[src/rtl/traf_pkg.sv]
// Shared definitions for the traffic-light phase controller: one-hot phase
// encodings, lamp codes and the countdown-timer load constants.
package traf_pkg;

    // One-hot phase encoding; the name refers to the NS lamp in that phase
    typedef enum logic [3:0] {
        ST0 = 4'b0001,   // NS red, EW green/yellow
        ST1 = 4'b0010,   // NS green
        ST2 = 4'b0100,   // NS yellow
        ST3 = 4'b1000    // all red, optional pedestrian walk
    } state_t;

    // Lamp codes, bit order {R,Y,G}
    localparam logic [2:0] LAMP_RED = 3'b100;
    localparam logic [2:0] LAMP_YEL = 3'b010;
    localparam logic [2:0] LAMP_GRN = 3'b001;

    // Countdown timer load values for each phase
    localparam logic [7:0] LOAD_ST0 = 8'd59;
    localparam logic [7:0] LOAD_ST1 = 8'd54;
    localparam logic [7:0] LOAD_ST2 = 8'd4;
    localparam logic [7:0] LOAD_ST3 = 8'd0;

    // Load value the timer picks up for a given phase; anything that is not
    // a legal phase is treated like the all-red phase.
    function automatic logic [7:0] loadValue(input logic [3:0] st);
        logic [7:0] val;
        case (st)
            ST0:     val = LOAD_ST0;
            ST1:     val = LOAD_ST1;
            ST2:     val = LOAD_ST2;
            default: val = LOAD_ST3;
        endcase
        return val;
    endfunction

endpackage

[src/rtl/traf_fsm_if.sv]
// Signal bundle between the phase controller and the countdown timer /
// lamp drivers. The controller side uses the master modport.
interface traf_fsm_if;
    import traf_pkg::*;

    logic       Done_NS;
    logic [7:0] Q_NS;
    logic       Ped_req;
    logic       Ld;
    logic       En;
    logic [3:0] State;
    logic [2:0] Lamp_NS;
    logic [2:0] Lamp_EW;
    logic       Walk;

    modport master (
        input  Done_NS, Q_NS, Ped_req,
        output Ld, En, State, Lamp_NS, Lamp_EW, Walk
    );

    modport slave (
        output Done_NS, Q_NS, Ped_req,
        input  Ld, En, State, Lamp_NS, Lamp_EW, Walk
    );

endinterface

[src/rtl/tick_gen.sv]
// Free-running tick divider: raises Tick for one clock every TICK_DIV clocks.
// Clr restarts the period so that a new phase always begins with a full tick.
module tick_gen #(
    parameter int TICK_DIV = 50000000
) (
    input  logic Clk,
    input  logic Reset_n,
    input  logic Clr,
    output logic Tick
);

    localparam int            CW   = (TICK_DIV > 1) ? $clog2(TICK_DIV) : 1;
    localparam logic [CW-1:0] LAST = CW'(TICK_DIV - 1);

    logic [CW-1:0] count_q;
    logic [CW-1:0] count_d;

    // Next count: wrap at the end of the period, restart whenever cleared
    always_comb begin
        count_d = count_q + CW'(1);
        if (Clr || (count_q == LAST)) begin
            count_d = '0;
        end
    end

    // Period counter
    always_ff @(posedge Clk or negedge Reset_n) begin
        if (!Reset_n) begin
            count_q <= '0;
        end else begin
            count_q <= count_d;
        end
    end

    assign Tick = (count_q == LAST);

endmodule

[src/rtl/traf_fsm.sv]
// Traffic-light phase controller. Sequences St1 -> St2 -> St0 -> St3 -> St1,
// strobes the countdown timer load on every phase entry, produces the timer
// tick enable, decodes the NS/EW lamps and adds a latched pedestrian walk
// extension to the all-red phase.
module traf_fsm
    import traf_pkg::*;
#(
    parameter int         TICK_DIV   = 50000000,
    parameter int         WALK_TICKS = 8,
    parameter logic [7:0] EW_YEL     = 8'h04
) (
    input  logic       Clk,
    input  logic       Reset_n,
    traf_fsm_if.master bus
);

    localparam int             WCW       = $clog2(WALK_TICKS + 1);
    localparam logic [WCW-1:0] WALK_LAST = WCW'(WALK_TICKS - 1);

    state_t         state_q;
    logic           ld_q;
    logic           pedLat_q;
    logic           walkAct_q;
    logic [WCW-1:0] walkCnt_q;

    logic           tick;
    logic           en;
    logic [2:0]     lampNs;
    logic [2:0]     lampEw;
    logic           walkLamp;

    tick_gen #(
        .TICK_DIV (TICK_DIV)
    ) uTickGen (
        .Clk     (Clk),
        .Reset_n (Reset_n),
        .Clr     (ld_q),
        .Tick    (tick)
    );

    // The load cycle never carries a tick, so each phase starts on a fresh period
    assign en = tick & ~ld_q;

    // Phase sequencing, load strobe, pedestrian latch and walk timing
    always_ff @(posedge Clk or negedge Reset_n) begin
        if (!Reset_n) begin
            state_q   <= ST1;
            ld_q      <= 1'b0;
            pedLat_q  <= 1'b0;
            walkAct_q <= 1'b0;
            walkCnt_q <= '0;
        end else begin
            ld_q <= 1'b0;
            if (bus.Ped_req) begin
                pedLat_q <= 1'b1;
            end
            case (state_q)
                ST1: begin
                    if (bus.Done_NS) begin
                        state_q <= ST2;
                        ld_q    <= 1'b1;
                    end
                end
                ST2: begin
                    if (bus.Done_NS) begin
                        state_q <= ST0;
                        ld_q    <= 1'b1;
                    end
                end
                ST0: begin
                    if (bus.Done_NS) begin
                        state_q   <= ST3;
                        ld_q      <= 1'b1;
                        walkAct_q <= pedLat_q;
                        pedLat_q  <= bus.Ped_req;
                        walkCnt_q <= '0;
                    end
                end
                ST3: begin
                    if (walkAct_q) begin
                        if (en) begin
                            walkCnt_q <= walkCnt_q + WCW'(1);
                            if (walkCnt_q == WALK_LAST) begin
                                state_q   <= ST1;
                                ld_q      <= 1'b1;
                                walkAct_q <= 1'b0;
                            end
                        end
                    end else if (bus.Done_NS) begin
                        state_q <= ST1;
                        ld_q    <= 1'b1;
                    end
                end
                default: begin
                    state_q   <= ST3;
                    ld_q      <= 1'b1;
                    walkAct_q <= 1'b0;
                    walkCnt_q <= '0;
                end
            endcase
        end
    end

    // Lamp decode from the phase register and the live timer count
    always_comb begin
        lampNs   = LAMP_RED;
        lampEw   = LAMP_RED;
        walkLamp = 1'b0;
        case (state_q)
            ST1: lampNs = LAMP_GRN;
            ST2: lampNs = LAMP_YEL;
            ST0: lampEw = (bus.Q_NS > EW_YEL) ? LAMP_GRN : LAMP_YEL;
            ST3: walkLamp = walkAct_q;
            default: ;
        endcase
    end

    assign bus.State   = state_q;
    assign bus.Ld      = ld_q;
    assign bus.En      = en;
    assign bus.Lamp_NS = lampNs;
    assign bus.Lamp_EW = lampEw;
    assign bus.Walk    = walkLamp;

endmodule

[src/flat_wrapper.sv]
// flat-port wrapper written by rule: the top's interface ports become plain ports
module traf_fsm_flat import traf_pkg::*;
#(
    parameter int         TICK_DIV   = 50000000,
    parameter int         WALK_TICKS = 8,
    parameter logic [7:0] EW_YEL     = 8'h04
)
  (Clk, Reset_n, bus_Done_NS, bus_Q_NS, bus_Ped_req, bus_Ld, bus_En, bus_State, bus_Lamp_NS, bus_Lamp_EW, bus_Walk);
  traf_fsm_if bus_i ();
  input  logic Clk;
  input  logic Reset_n;
  input wire logic [$bits(bus_i.Done_NS)-1:0] bus_Done_NS;
  input wire logic [$bits(bus_i.Q_NS)-1:0] bus_Q_NS;
  input wire logic [$bits(bus_i.Ped_req)-1:0] bus_Ped_req;
  output wire logic [$bits(bus_i.Ld)-1:0] bus_Ld;
  output wire logic [$bits(bus_i.En)-1:0] bus_En;
  output wire logic [$bits(bus_i.State)-1:0] bus_State;
  output wire logic [$bits(bus_i.Lamp_NS)-1:0] bus_Lamp_NS;
  output wire logic [$bits(bus_i.Lamp_EW)-1:0] bus_Lamp_EW;
  output wire logic [$bits(bus_i.Walk)-1:0] bus_Walk;
  assign bus_i.Done_NS = bus_Done_NS;
  assign bus_i.Q_NS = bus_Q_NS;
  assign bus_i.Ped_req = bus_Ped_req;
  assign bus_Ld = bus_i.Ld;
  assign bus_En = bus_i.En;
  assign bus_State = bus_i.State;
  assign bus_Lamp_NS = bus_i.Lamp_NS;
  assign bus_Lamp_EW = bus_i.Lamp_EW;
  assign bus_Walk = bus_i.Walk;
  traf_fsm #(.TICK_DIV(TICK_DIV), .WALK_TICKS(WALK_TICKS), .EW_YEL(EW_YEL)) u_core (.Clk(Clk), .Reset_n(Reset_n), .bus(bus_i));
endmodule
[config.mk]
export PLATFORM = sky130hd
export DESIGN_NAME = traf_fsm_flat
export DESIGN_NICKNAME = d
export VERILOG_FILES = /design/src/rtl/traf_pkg.sv /design/src/rtl/traf_fsm_if.sv /design/src/rtl/tick_gen.sv /design/src/rtl/traf_fsm.sv /design/src/flat_wrapper.sv
export SDC_FILE = /design/constraint.sdc
export NUM_CORES = 1
export LEC_CHECK = 0
export ABC_AREA = 1
export CAP_MARGIN = 40
export CORE_ASPECT_RATIO = 1.5
export CORE_MARGIN = 1
export CORE_UTILIZATION = 60
export CTS_BUF_LIST = sky130_fd_sc_hd__clkbuf_16
export CTS_CLUSTER_DIAMETER = 60
export DETAILED_ROUTE_END_ITERATION = 10
export PLACE_DENSITY = 0.84
export SYNTH_ARGS = -nofsm -noshare
export SYNTH_HDL_FRONTEND = slang
export SYNTH_HIERARCHICAL = 1
export SYNTH_SLANG_ARGS = --single-unit
[constraint.sdc]
create_clock -name Clk -period 3.3 [get_ports Clk]
set_input_delay 0.66 -clock Clk [delete_from_list [all_inputs] [get_ports Clk]]
set_output_delay 0.66 -clock Clk [all_outputs]
set_load 0.1 [all_outputs]
==> impl_metrics.tcl <==
set metrics [dict create \
    core_area_sq_mm 0.00365 \
    ys_types 23 \
    p_leak_nw 1.26 \
    rsz0062_at_grt "false" \
    ys_seq_area_share_pct 40.9 \
    drive_above_1_share_pct 10.5 \
    worst_pin_slew_ns 0.816 \
    ff2ff_path_depth 10 \
    cts_hold_buf 0 \
    final_cells 397 \
    slew_viol_final 0 \
    period_needed_ns 2.69 \
    n_antenna_cell 0 \
    r2r_slack_ns 1.14 \
    drt_drc_violations_left 0 \
    cp-start-kind "input pin" \
    syn_area_sq_mm 0.00227 \
    track_usage_pct 27.9 \
    grt_pass1_wl_microns 8560 \
    hold_viol 0 \
    start_util_pct 62.1 \
    yosys_warnings 6 \
    first_iter_violations 79 \
    antenna_found_initial 0 \
    setup_viol 0 \
    critPathCaptureType "output port" \
    port_buffers 24 \
    die_area_sq_mm 0.00403 \
    path_clk_slew_ns 0.05 \
    worstReg2RegStart "u_core/uTickGen/count_q[0]$_DFF_PN0_" \
    cts_tree "yes" \
    syn_avg_cell_area_sq_um 6.99 \
    dp_hpwl_microns 3660 \
    cts_setup_buffers 0 \
    overflow 0 \
    ant_nets 0 \
    insertion_delay_ns 0.28 \
    outcome "complete, no violations" \
    drt-total-wl_microns 4920 \
    cp_data_required_time_ns 2.64 \
    synth_top_area_cell "dfrtp_1" \
    cts_buffers 5 \
    reg2reg_to "u_core/walkCnt_q[2]$_DFFE_PN0P_" \
    die_x_microns 52.2 \
    fin_tns_setup_ns 0 \
    p_per_area_mw_per_mm2 650 \
    synth_area_leaders "dfrtp_1, nand2_1, nor2_1" \
    design_area_sq_mm 0.00270 \
    fin_skew_ns 0.00350 \
    hp-class "input pin to asynchronous set/reset pin" \
    cts_resized 0 \
    fmax_ghz 0.371 \
    critPathKind "input pin to output port" \
    cp.arrival_ns 2.03 \
    area_delta_synth_final_pct 19.1 \
    maxSlewHeadroom_pct 45.6 \
    rows 27 \
    nNetsFinal 368 \
    fin_crit_sh_pct 81.6 \
    final_common_cell "nand2_1" \
    syn-num-nets 339 \
    drt_pass1_iterations 4 \
    holdWs_ns 0.474 \
    routedWlPerCell_microns 12.4 \
    grt_max_degree 38 \
    syn_inst 324 \
    maxCapViolCount 0 \
    gp_congestion 0.903 \
    ys_seq_elements 37 \
    via_per_inst 5.26 \
    vias 2089 \
    dpl_cell_area_sq_mm 0.00253 \
    die_h_microns 77.3 \
    htreeDepth 2 \
    crit_fanout 2 \
    io_pins 25 \
    cts-root-buf "clkbuf_16" \
    grt_pass1_vias 2068 \
    cts.sinks 37 \
    final_core_util_pct 73.9 \
    cts_max_path_buffers 2 \
    dp_cells 389 \
    layout_common_cells "nand2_1, nor2_1, inv_1" \
    synth_top_area_share_pct 39.8 \
    ir_drop_v 0.000629 \
]
per-layer routing:
metal  global-route usage (%)  share of wire [%]  vias up
met4                     12.4                3.2        0
met1                     30.2                 40      971
li1                         -                  -     1051
met2                     50.6                 54       52
met5                        0                  0        -
met3                     4.37                3.0       15
state kept, by name, indices dropped and copies added, names as in the netlist:
name                     cells
u_core/uTickGen/count_q     26
u_core/bus.State             4
u_core/walkCnt_q             4
u_core/bus.Ld                1
u_core/pedLat_q              1
u_core/walkAct_q             1
synthesized netlist by cell type:
cell type	n
ha_1	3
xnor2_1	7
nor2_2	4
o21ai_0	5
o21bai_1	1
o21ai_1	1
nor2_4	4
o21bai_4	1
nor2_1	75
nor3_1	4
nand3_1	24
buf_6	2
nand3_2	3
nand2_1	98
o211ai_1	1
xor2_1	8
a21oi_1	2
o21a_1	1
dfstp_2	1
dfrtp_1	36
nand2_4	1
inv_1	39
nand4_1	3
worst max path at each step:
stage / to / startpoint / slack (ns) / depth (start not counted)
after floorplan: bus_Lamp_EW[0] / u_core/bus.State[0]$_DFFE_PN0P_ / 0.007 / 2
after global placement: bus_Lamp_EW[1] / bus_Q_NS[0] / 0.61 / 6
after detailed placement: bus_Lamp_EW[1] / bus_Q_NS[0] / 0.58 / 6
after CTS: bus_Lamp_EW[1] / bus_Q_NS[0] / 0.58 / 6
after global routing: bus_Lamp_EW[1] / bus_Q_NS[0] / 0.52 / 6
final: bus_Lamp_EW[1] / bus_Q_NS[0] / 0.61 / 6
critical path: stages:
cell and delay (ns):
clkdlybuf4s50_1 0.39, o21a_1 0.18, nor3_1 0.32, nand2_1 0.16
nor2_4 0.13, buf_12 0.18
cell type report:
cell class	instances	area, sq um
sequential	37	927
inverter	39	146
timing repair buffer	24	215
multi-input combinational	246	1190
clock buffer	5	125
tap	43	53.8
clock inverter	3	41.3
fill	306	951
report_power, final:
| part | internal (mW) | switching (mW) |
|---|---|---|
| sequential | 0.508 | 0.0610 |
| clock | 0.353 | 0.176 |
| combinational | 0.157 | 0.498 |
| total | 1.02 | 0.735 |
metrics by stage:
stage,worst slack [ns],power [mW]
after floorplan,0.00743,1.10
after detailed placement,0.580,1.23
final,0.607,1.75
after CTS,0.582,1.76
after global placement,0.615,1.22
after global routing,0.520,1.83
kinds of logic (layout without fill, tap and decap cells):
group | Yosys count | count (layout) | share of synthesized area [%]
simple gates | 216 | 216 | 40.6
xor+xnor | 15 | 15 | 5.80
buf+inv | 41 | 71 | 7.45
compound gates | 12 | 12 | 3.59
flops | 37 | 37 | 40.9
fa+ha+maj | 3 | 3 | 1.66
No activity file was read; power rests on OpenSTA's default activity.
